[src/rtl/uib_pkg.sv]
// Shared types and constants for the UIB bus arbiter.
`ifndef XLEN
`define XLEN 32
`endif
`ifndef SLAVE_WIDTH
`define SLAVE_WIDTH 4
`endif

package uib_pkg;

  localparam int unsigned XLEN                = `XLEN;
  localparam int unsigned SLAVE_WIDTH         = `SLAVE_WIDTH;
  localparam int unsigned UIB_TIMEOUT_DEFAULT = 255;

  typedef enum logic [1:0] {
    IDLE,
    BUSY,
    RELEASE
  } arb_state_t;

endpackage

[src/rtl/uib_arbiter_rr_picker.sv]
// Combinational rotate-priority select: first requester at or after ptr+1 (mod N).
module rr_picker #(
  parameter int unsigned N  = 2,
  parameter int unsigned GW = $clog2(N)
) (
  input  logic [N-1:0]  req,
  input  logic [GW-1:0] ptr,
  output logic [GW-1:0] grant,
  output logic          valid
);

  always_comb begin
    logic [GW-1:0] idx;
    idx   = '0;
    grant = '0;
    valid = 1'b0;
    for (int unsigned i = 1; i <= N; i++) begin
      idx = GW'((32'(ptr) + i) % N);
      if (!valid && req[idx]) begin
        grant = idx;
        valid = 1'b1;
      end
    end
  end

endmodule

[src/rtl/uib_arbiter.sv]
// Round-robin arbiter: N upstream masters share one downstream bus port,
// one transfer at a time, with a per-transfer s_ready timeout.
module uib_arbiter
  import uib_pkg::*;
#(
  parameter int unsigned N_MASTERS = 2,
  parameter int unsigned TIMEOUT   = UIB_TIMEOUT_DEFAULT
) (
  input  logic                                         clk,
  input  logic                                         rst,
  input  logic [N_MASTERS-1:0]                         m_req,
  input  logic [N_MASTERS-1:0]                         m_wen,
  input  logic [N_MASTERS-1:0][XLEN-SLAVE_WIDTH-1:0]   m_addr,
  input  logic [N_MASTERS-1:0][SLAVE_WIDTH-1:0]        m_num,
  input  logic [N_MASTERS-1:0][2:0]                    m_mode,
  input  logic [N_MASTERS-1:0][XLEN-1:0]               m_dat_o,
  output logic [XLEN-1:0]                              m_dat_i,
  output logic [N_MASTERS-1:0]                         m_ready,
  output logic                                         s_req,
  output logic                                         s_wen,
  output logic [XLEN-SLAVE_WIDTH-1:0]                  s_addr,
  output logic [SLAVE_WIDTH-1:0]                       s_num,
  output logic [2:0]                                   s_mode,
  output logic [XLEN-1:0]                              s_dat_o,
  input  logic [XLEN-1:0]                              s_dat_i,
  input  logic                                         s_ready,
  output logic [$clog2(N_MASTERS)-1:0]                 grant_id,
  output logic                                         busy,
  output logic                                         timeout_err
);

  localparam int unsigned GW      = $clog2(N_MASTERS);
  // Counter holds completed no-ready cycles, so the current cycle is the
  // TIMEOUT-th one when it reads TIMEOUT-1.
  localparam logic [15:0] TO_LAST = 16'(TIMEOUT - 1);

  arb_state_t    state, state_nxt;
  logic [GW-1:0] ptr_q;
  logic [15:0]   wait_cnt;
  logic [GW-1:0] pick_grant;
  logic          pick_valid;
  logic          s_hit, t_hit, done;

  rr_picker #(
    .N  (N_MASTERS),
    .GW (GW)
  ) u_pick (
    .req   (m_req),
    .ptr   (ptr_q),
    .grant (pick_grant),
    .valid (pick_valid)
  );

  assign s_hit = (state == BUSY) && s_ready;
  assign t_hit = (state == BUSY) && !s_ready && (wait_cnt == TO_LAST);
  assign done  = s_hit || t_hit;

  always_ff @(posedge clk or negedge rst) begin
    if (!rst) state <= IDLE;
    else      state <= state_nxt;
  end

  always_comb begin
    state_nxt = state;
    case (state)
      IDLE:    if (pick_valid) state_nxt = BUSY;
      BUSY:    if (done)       state_nxt = RELEASE;
      RELEASE: state_nxt = IDLE;
      default: state_nxt = IDLE;
    endcase
  end

  always_ff @(posedge clk or negedge rst) begin
    if (!rst) begin
      grant_id    <= '0;
      ptr_q       <= GW'(N_MASTERS - 1);
      wait_cnt    <= '0;
      timeout_err <= 1'b0;
    end else begin
      if (state == IDLE && pick_valid) begin
        grant_id <= pick_grant;
        wait_cnt <= '0;
      end
      if (state == BUSY) begin
        if (done) begin
          ptr_q    <= grant_id;
          wait_cnt <= '0;
        end else begin
          wait_cnt <= wait_cnt + 16'd1;
        end
        if (t_hit) timeout_err <= 1'b1;
      end
    end
  end

  always_comb begin
    s_req   = 1'b0;
    s_wen   = 1'b0;
    s_addr  = '0;
    s_num   = '0;
    s_mode  = '0;
    s_dat_o = '0;
    m_ready = '0;
    m_dat_i = '0;
    busy    = (state != IDLE);
    if (state == BUSY) begin
      s_req   = 1'b1;
      s_wen   = m_wen[grant_id];
      s_addr  = m_addr[grant_id];
      s_num   = m_num[grant_id];
      s_mode  = m_mode[grant_id];
      s_dat_o = m_dat_o[grant_id];
      if (done) m_ready[grant_id] = 1'b1;
      if (s_hit) m_dat_i = s_dat_i;
    end
  end

endmodule

[config.mk]
export PLATFORM = sky130hd
export DESIGN_NAME = uib_arbiter
export DESIGN_NICKNAME = d
export VERILOG_FILES = /design/src/rtl/uib_pkg.sv /design/src/rtl/uib_arbiter_rr_picker.sv /design/src/rtl/uib_arbiter.sv
export SDC_FILE = /design/constraint.sdc
export NUM_CORES = 1
export LEC_CHECK = 0
export ABC_CLOCK_PERIOD_IN_PS = 2200
export BUFFER_PORTS_ARGS = -buffer_cell sky130_fd_sc_hd__buf_2
export CELL_PAD_IN_SITES_DETAIL_PLACEMENT = 0
export CELL_PAD_IN_SITES_GLOBAL_PLACEMENT = 1
export CORE_ASPECT_RATIO = 2
export CORE_MARGIN = 2
export CORE_UTILIZATION = 20
export CTS_BUF_LIST = sky130_fd_sc_hd__clkbuf_2
export DETAILED_ROUTE_END_ITERATION = 16
export GPL_ROUTABILITY_DRIVEN = 1
export PLACE_DENSITY = 0.81
export REMOVE_ABC_BUFFERS = 1
export SLEW_MARGIN = 10
export SYNTH_ARGS = -nofsm -noshare
export SYNTH_HDL_FRONTEND = slang
export SYNTH_HIERARCHICAL = 1
export SYNTH_SLANG_ARGS = --single-unit
export TNS_END_PERCENT = 20
[constraint.sdc]
create_clock -name clk -period 2.2 [get_ports clk]
set_clock_uncertainty 0.1 [all_clocks]
set_input_delay 0.11 -clock clk [delete_from_list [all_inputs] [get_ports clk]]
set_output_delay 0.11 -clock clk [all_outputs]
set_load 0.01 [all_outputs]
# [Word level (Yosys, flattened, before mapping)]
# Index checks and enable logic that the tools add are counted.
# Widths: inputs -> output; s select.
[word_totals] register_bits=21 inputBits=173 output_inout_bits=106 elab_cells=67
[op_classes] n_addsub=3 n_lt_le_gt_ge=4 eq_ne=4 muxes=36 n_reduce_logical=15
[op_table] cell="$mux 32" n=5
[op_table] cell="$mux 28" n=3
[op_table] cell="$mux 16" n=3
[op_table] cell="$add 16x1->16 const B" n=1
[op_table] cell="$eq 16x8->1 const B" n=1
[op_table] cell="$mux 1" n=13
[op_table] cell="$mux 4" n=3
[op_table] cell="$mux 3" n=3
[op_table] cell="$mux 2" n=4
[op_table] cell="$logic_and 1x1->1" n=6
[op_table] cell="$lt 1x2->1 const B" n=3
[op_table] cell="$reduce_and 2->1" n=3
[op_table] cell="$ne 2x2->1 const B" n=2
[op_table] cell="$pmux 2 s2" n=1
[op_table] cell="$reduce_bool 2->1" n=2
[op_table] cell="$add 1x1->1 const B" n=2
[op_table] cell="$eq 2x1->1 const B" n=1
[op_table] cell="$logic_not 1->1" n=2
[op_table] cell="$logic_not 2->1" n=1
[op_table] cell="$demux 1 s1" n=1
[op_table] cell="$ge 1x1->1 const B" n=1
[op_table] cell="$logic_or 1x1->1" n=1

# [Longest topological paths before layout]
# Gate-level depths: netlist (run 1).
[depth] depth_word=10 mapped_depth=7 depth_no_buf=6

# [Hierarchy]
# The synthesis (run 1) kept the hierarchy.
[by_module_without_submodules] module="uib_arbiter" n_inst=1 cells_per_inst=319 area_each_um2=2447.3 seq_area_each_um2=526.8
[by_module_without_submodules] module="rr_picker" n_inst=1 cells_per_inst=2 area_each_um2=13.8 seq_area_each_um2=0.0

# [Worst setup path after synthesis (run 1)]
# No wires, ideal clock.
[synth_path] path_type="reg2reg" from="register wait_cnt[0]" to="register wait_cnt[12]" setup_time_ps=126 arrival_ps=1993 required_time_ps=1974 slack_ps=-19 path_stages_with_launch=8 n_path_buf=1 period_less_slack_ps=2219 path_cell_list="dfrtp_1 -> inv_1 -> ha_1 -> or4b_1 -> o41ai_4 -> buf_6 -> nor2_2 -> a221o_1"
[synth_via] elab_chain_cells=5 elab_cells_between_ends=6 classes_between="1 x add/sub; 1 x eq/ne; 2 x mux; 2 x reduce/logical"
[synth_rtl] element="start: declaration" line="uib_arbiter.sv:39" rtl="logic [15:0] wait_cnt;"
[synth_rtl] element="start signal: assignment" line="uib_arbiter.sv:89" rtl="wait_cnt <= wait_cnt + 16'd1;"
[synth_rtl] element="branches (longest 3 deep; another with $add 16x1->16)"
[synth_rtl] element="$mux 16 (*)" line="uib_arbiter.sv:85" rtl="if (done) begin"
[synth_rtl] element="$mux 16 (*)" line="uib_arbiter.sv:84" rtl="if (state == BUSY) begin"
# Every way passes the cells marked *.
# A chain may end at the register's enable or synchronous reset.

# [Worst setup path in the final report (run 1)]
[layout_path] from="register wait_cnt[9]" to="output port m_ready[1]"
[layout_via] elab_chain_cells=5
[layout_rtl] element="$eq 16x8->1" line="uib_arbiter.sv:55" rtl="assign t_hit = (state == BUSY) && !s_ready && (wait_cnt == TO_LAST);"
[layout_rtl] element="$logic_and 1x1->1" line="uib_arbiter.sv:55"
[layout_rtl] element="$logic_or 1x1->1" line="uib_arbiter.sv:56" rtl="assign done = s_hit || t_hit;"
[layout_rtl] element="$mux 2" line="uib_arbiter.sv:113" rtl="if (done) m_ready[grant_id] = 1'b1;"
[layout_rtl] element="$mux 2" line="uib_arbiter.sv:106" rtl="if (state == BUSY) begin"
[layout_rtl] element="end: declaration" line="uib_arbiter.sv:18" rtl="output logic [N_MASTERS-1:0] m_ready,"
# No other way between the ends.

==> results of run 1 <==
==> cell usage in the layout (no fill, tap or decap), types with 4 or more instances in the layout <==
| master | count |
|---|---|
| nor4_1 | 5 |
| o21a_1 | 4 |
| o311ai_0 | 4 |
| and3_1 | 33 |
| and4_1 | 4 |
| buf_4 | 20 |
| nor2_1 | 74 |
| dfrtp_1 | 19 |
| clkbuf_2 | 4 |
| nor3_1 | 5 |
| buf_2 | 277 |
| inv_1 | 6 |
| nand2_1 | 14 |
| mux2i_1 | 68 |
| nand4_1 | 5 |
| nand3_1 | 7 |
==> sequential cells by signal (all words and copies together) (netlist names) <==
name,count
wait_cnt,16
state,2
grant_id,1
ptr_q,1
timeout_err,1
==> final timing paths <==
check	to	depth (start not counted)
worst min-delay path	state[0]$_DFFE_PN0P_	4
worst min register to register	timeout_err$_DFFE_PN0P_	1
max in group asynchronous	grant_id$_DFFE_PN0P_	2
worst max register to register	wait_cnt[9]$_DFFE_PN0P_	6
worst max-delay path	m_ready[1]	5
min in group asynchronous	wait_cnt[5]$_DFFE_PN0P_	2
==> cell type report <==
class	instances	share of cell area
inverters	7	0.007094
well taps	147	0.04345
clock buffers	4	0.004730
diodes	1	0.0005912
repair buffers	304	0.3875
multi-input cells	265	0.4313
flip-flops and latches	21	0.1253
==> routing by layer <==
layer / wire length (um) / global-route usage / part of all wire / vias up
met2: 5919 / 0.2969 / 0.54 / 166
met5: 0 / 0 / 0 / -
li1: - / - / - / 1714
met1: 3959 / 0.1656 / 0.36 / 1573
met3: 789 / 0.03371 / 0.072 / 19
met4: 259 / 0.04470 / 0.024 / 0
==> power by group <==
group | internal, uW | switching (uW) | total, uW | leakage [uW]
Combinational | 1360 | 1690 | 3050 | 0.00226
Sequential | 462 | 67.2 | 529 | 0.000282
Clock | 48.1 | 124 | 172 | 0.0000166
Total | 1870 | 1880 | 3750 | 0.00256
==> critical path, delay by kind of cell, from the launching register on <==
family                 cells  cell delay [ps]
AND/OR/NAND/NOR            2              750
flip-flops                 1              430
AO/OA/AOI/OAI              1              380
buffers and inverters      2              270
==> stage by stage <==
stage,cells,TNS (ps)
3_3_place_gp,737,-50.11
5_1_grt,749,-1656
3_5_place_dp,737,-128.1
4_1_cts,747,-487.1
6_report,749,-379.3
2_1_floorplan,293,-115640
==> repair_timing <==
| action | CTS | global route |
|---|---|---|
| endpoints found under the setup margin | 11 | 40 |
| pin swaps | 3 | 3 |
| hold buffers | 1 | 0 |
| resized for setup | 8 | 4 |
| endpoints found under the hold margin | 21 | 0 |
| setup buffers | 5 | 1 |
==> logic make-up after synthesis <==
| kind of cell | Yosys count | share of synthesized area |
|---|---|---|
| AND/OR/NAND/NOR | 167 | 0.3427 |
| XOR/XNOR | 1 | 0.003559 |
| adder cells (fa/ha/maj) | 2 | 0.01017 |
| AO/OA/AOI/OAI | 26 | 0.08998 |
| multiplexers | 69 | 0.2811 |
| buffers and inverters | 35 | 0.05847 |
| flip-flops | 21 | 0.2140 |
==> results.py, run 1 <==
metrics = {
    "status": {
        "status": "finished with violations",
        "violations": "setup timing",
    },
    "flow_run": {
        "cap_violations": 0,
    },
    "power_and_ir_drop": {
        "p_total_uw": 3749,
        "power.leakage_uw": 0.002558,
        "peakVddDrop_uv": 750.5,
        "power_density_nw_per_um2": 885.8,
    },
    "synthesis": {
        "syn-cell-area_sq_um": 2461,
        "synth_edf_count": 0,
        "yosys.area.top_type": "mux2i_1",
        "synthTopCellsByArea": "mux2i_1 28%, dfrtp_1 20%, nor2_1 11%",
        "synth_most_common_cell": "nor2_1",
        "async_reset_ff_frac": 1.000,
        "syn_avg_cell_area_sq_um": 7.667,
        "netlist.area_leader.share": 0.2766,
        "synth_cells": 321,
        "seq_area_frac_synth": 0.2140,
        "ys_seq_elements": 21,
        "synth.distinct_cells": 43,
        "yosysWarnings": 6,
        "ys_top_cells_by_count": "74 x nor2_1, 68 x mux2i_1, 34 x and3_1",
        "ys.flop_type": "dfrtp_1",
    },
    "layout": {
        "fill_cells": 1260,
        "fin_area_sq_um": 4233,
        "multi_input_area_sq_um": 1826,
        "syn2layout_area_growth_pct": 71.99,
        "drive_above_1_share": 0.5341,
        "final_nets": 777,
        "regArea_sq_um": 530.5,
        "final_core_util": 0.3512,
    },
    "setup_path": {
        "rr_startpoint": "wait_cnt[9]$_DFFE_PN0P_",
        "crit_top_cell": "buf_6",
        "cp_max_fo": 3,
        "required_ps": 1990,
        "startpoint": "wait_cnt[9]$_DFFE_PN0P_",
        "slowest_stage": "or4_4",
        "critPathMaxStageDelay_ps": 560,
        "critPathArrivalTime_ps": 2160,
        "end_kind": "primary output",
        "path_class": "reg -> out",
        "startpoint_type": "flip-flop",
        "crit_chain": "or4_4, o41ai_4, buf_6, and3_4, buf_6",
        "r2r_slack_ps": -30,
    },
    "clocking": {
        "numClockSinks": 21,
        "htree_num_levels": 1,
        "insertion_delay_ps": 340,
        "cts_tree": "built",
        "clk_pin_slew_ps": 210,
        "cts_made_buffers": 3,
        "clk_path_buf_depth": 2,
        "cts_root_buf": "clkbuf_2",
    },
    "global_routing": {
        "grt_max_degree": 50,
        "grt.total_usage": 0.1571,
        "grt_pass1_wl_um": 16460,
        "first_global_vias": 3465,
        "grt_remaining_overflow": 0,
        "antenna_found_initial": 1,
    },
    "routing": {
        "wl_um": 10930,
        "drtPass1Iterations": 6,
        "ant_nets": 0,
        "drt-wirelength-per-cell_um": 14.59,
        "viasPerCell": 4.636,
        "drt_iter0_drc": 70,
        "drc_errors": 0,
        "vias": 3472,
    },
    "placement": {
        "place.gp.congestion": 0.8568,
        "pre_cts_ws_ps": -38.10,
        "io_buffers": 278,
        "hpwl_um": 9329,
        "post_dp_cell_area_sq_um": 4105,
    },
    "timing": {
        "worst_pin_slew_ps": 607.5,
        "finalCritPeriodShare": 1.075,
        "min_period_ps": 2365,
        "setup_viol": 9,
        "hold_slack_ps": 2.437,
        "slew_headroom": 0.5935,
        "finalHoldViolations": 0,
        "rsz0062_at_grt": "true",
        "slew_violations": 0,
        "fmax_ghz": 0.4228,
        "setup_ws_ps": -165.1,
    },
    "worst_hold_path": {
        "min-delay-start": "m_req[1]",
        "hold_path_class": "in -> reg",
    },
    "die": {
        "std_cell_rows": 57,
        "core_area_sq_um": 12050,
        "io_pins": 279,
        "initial_core_util": 0.2042,
        "die_h_um": 160.9,
        "die-area_sq_um": 13260,
        "die_x_um": 82.44,
    },
}
Power figures use the tool's default switching activity.
==> inputs of run 2 (changes only) <==
==> constraint.sdc (replaced) <==
create_clock -name clk -period 2.2 [get_ports clk]
set_clock_uncertainty 0.1 [all_clocks]
set_input_delay 0.44 -clock clk [delete_from_list [all_inputs] [get_ports clk]]
set_output_delay 0.44 -clock clk [all_outputs]
set_load 0.01 [all_outputs]
==> results.py, run 2 (synthesis results as in run 1) <==
metrics = {
    "layout": {
        "instances_no_fill": 762,
        "final_nets": 791,
        "fin_area_sq_um": 4499,
        "reg_top3": "wait_cnt x16, state x2",
        "num_antenna_cells": 0,
        "fill_cells": 1220,
        "final_cell_mix": "278 x buf_2, 72 x nor2_1, 66 x mux2i_1",
        "regArea_sq_um": 530.5,
        "multi_input_area_sq_um": 1854,
        "syn2layout_area_growth_pct": 82.82,
        "layout_commonest_cell": "buf_2",
        "final_core_util": 0.3733,
        "drive_above_1_share": 0.5561,
        "top_register": "wait_cnt",
        "largest_reg_flops": 16,
    },
    "global_routing": {
        "grtUsageMet3": 0.04045,
        "top_usage_layer": "met2",
        "grt_pass1_wl_um": 17020,
        "grt.total_usage": 0.1632,
        "use_met1": 0.1791,
        "grt_remaining_overflow": 0,
        "grt_max_degree": 77,
        "first_global_vias": 3599,
        "antenna_found_initial": 0,
        "grt_util_met2": 0.2900,
    },
    "timing": {
        "finalHoldViolations": 0,
        "slew_headroom": 0.6551,
        "min_period_ps": 2675,
        "slew_violations": 0,
        "setup_ws_ps": -474.6,
        "worst_pin_slew_ps": 512.7,
        "hold_slack_ps": 300.3,
        "setup_viol": 20,
        "rsz0062_at_grt": "true",
        "finalCritPeriodShare": 1.216,
        "fmax_ghz": 0.3739,
    },
    "clocking": {
        "clk_path_buf_depth": 2,
        "htree_num_levels": 1,
        "insertion_delay_ps": 360,
        "cts_tree": "built",
        "numClockSinks": 21,
        "clk_pin_slew_ps": 220,
        "cts_root_buf": "clkbuf_2",
        "cts_made_buffers": 3,
    },
    "power_and_ir_drop": {
        "power.leakage_uw": 0.002688,
        "power_density_nw_per_um2": 922.3,
        "peakVddDrop_uv": 716.7,
    },
    "die": {
        "io_pins": 279,
        "core_area_sq_um": 12050,
        "initial_core_util": 0.2042,
        "die-area_sq_um": 13260,
        "std_cell_rows": 57,
        "die_x_um": 82.44,
        "die_h_um": 160.9,
    },
    "placement": {
        "place.gp.congestion": 0.8622,
        "io_buffers": 278,
        "dp.cells": 743,
        "post_dp_cell_area_sq_um": 4163,
        "hpwl_um": 9255,
    },
    "routing": {
        "drc_errors": 0,
        "drt-wirelength-per-cell_um": 15.41,
        "wl_um": 11740,
        "vias": 3626,
        "viasPerCell": 4.759,
        "drtPass1Iterations": 5,
        "drt_iter0_drc": 141,
        "ant_nets": 0,
    },
    "setup_path": {
        "cp_max_fo": 3,
        "path_class": "reg -> out",
        "startpoint_type": "flip-flop",
        "end_kind": "primary output",
        "required_ps": 1660,
        "critPathArrivalTime_ps": 2130,
    },
    "status": {
        "status": "finished with violations",
        "violations": "setup timing",
    },
    "worst_hold_path": {
        "hold_path_class": "in -> reg",
    },
    "flow_run": {
        "cap_violations": 0,
    },
}
-- run 2: cell count changes in the layout (fill, tap and decap cells not counted), moves of 3 or more --
cell | previous run | this run
buf_4 | 20 | 25
o21ai_0 | 3 | 0
clkbuf_16 | 0 | 4
o311ai_0 | 4 | 0
-- run 2: per-layer routing --
metal	vias up	part of all wire	wire, um
met5	-	0	0
met4	0	0.016	193
met3	16	0.078	912
met2	192	0.55	6431
met1	1676	0.36	4204
li1	1742	-	-
-- run 2: cell type report --
cell class | instances | share of cell area
Clock buffer | 3 | 0.003337
Timing Repair Buffer | 318 | 0.4182
Clock inverter | 1 | 0.001112
Tap cell | 147 | 0.04088
Multi-Input combinational cell | 265 | 0.4121
Sequential cell | 21 | 0.1179
Inverter | 7 | 0.006396
-- run 2: per-stage QoR --
step                      setup WS (ps)  power, uW  TNS (ps)
after floorplan                   -1669       2388   -149960
after global placement           -347.0       3538     -3444
after detailed placement         -351.8       3577     -3965
after CTS                        -491.4       3833     -1676
after global routing             -590.5       4446     -4287
final                            -474.6       4150     -2420
-- run 2: path summary, 6_finish.rpt --
| path | slack, ps | to | startpoint | depth (start not counted) |
|---|---|---|---|---|
| setup / recovery | -470 | m_ready[1] | wait_cnt[9]$_DFFE_PN0P_ | 4 |
| hold / removal | 300 | state[0]$_DFFE_PN0P_ | m_req[1] | 4 |
| max in group asynchronous | 1160 | grant_id$_DFFE_PN0P_ | rst | 2 |
| hold reg to reg | 390 | timeout_err$_DFFE_PN0P_ | timeout_err$_DFFE_PN0P_ | 1 |
| min in group asynchronous | 460 | wait_cnt[7]$_DFFE_PN0P_ | rst | 2 |
| setup reg to reg | -160 | wait_cnt[11]$_DFFE_PN0P_ | wait_cnt[9]$_DFFE_PN0P_ | 8 |
-- run 2: worst max-delay path, stage by stage (launching register included) --
cell     delay, ps
dfrtp_1        440
or4_4          560
o41ai_4        410
and3_1         230
buf_2          140
-- run 2: repair_timing --
item	4_1_cts	5_1_grt
hold buffers	1	0
setup endpoints to repair	89	95
endpoints found under the hold margin	20	0
pin swaps	11	7
cloned	1	4
setup buffers	5	4
gates resized for setup	13	16
-- run 2: power breakdown --
group | leakage (uW) | internal (uW) | total, uW | switching (uW)
Sequential | 0.000282 | 463 | 538 | 75.5
Clock | 0.0000164 | 41.1 | 178 | 137
Combinational | 0.00239 | 1610 | 3430 | 1820
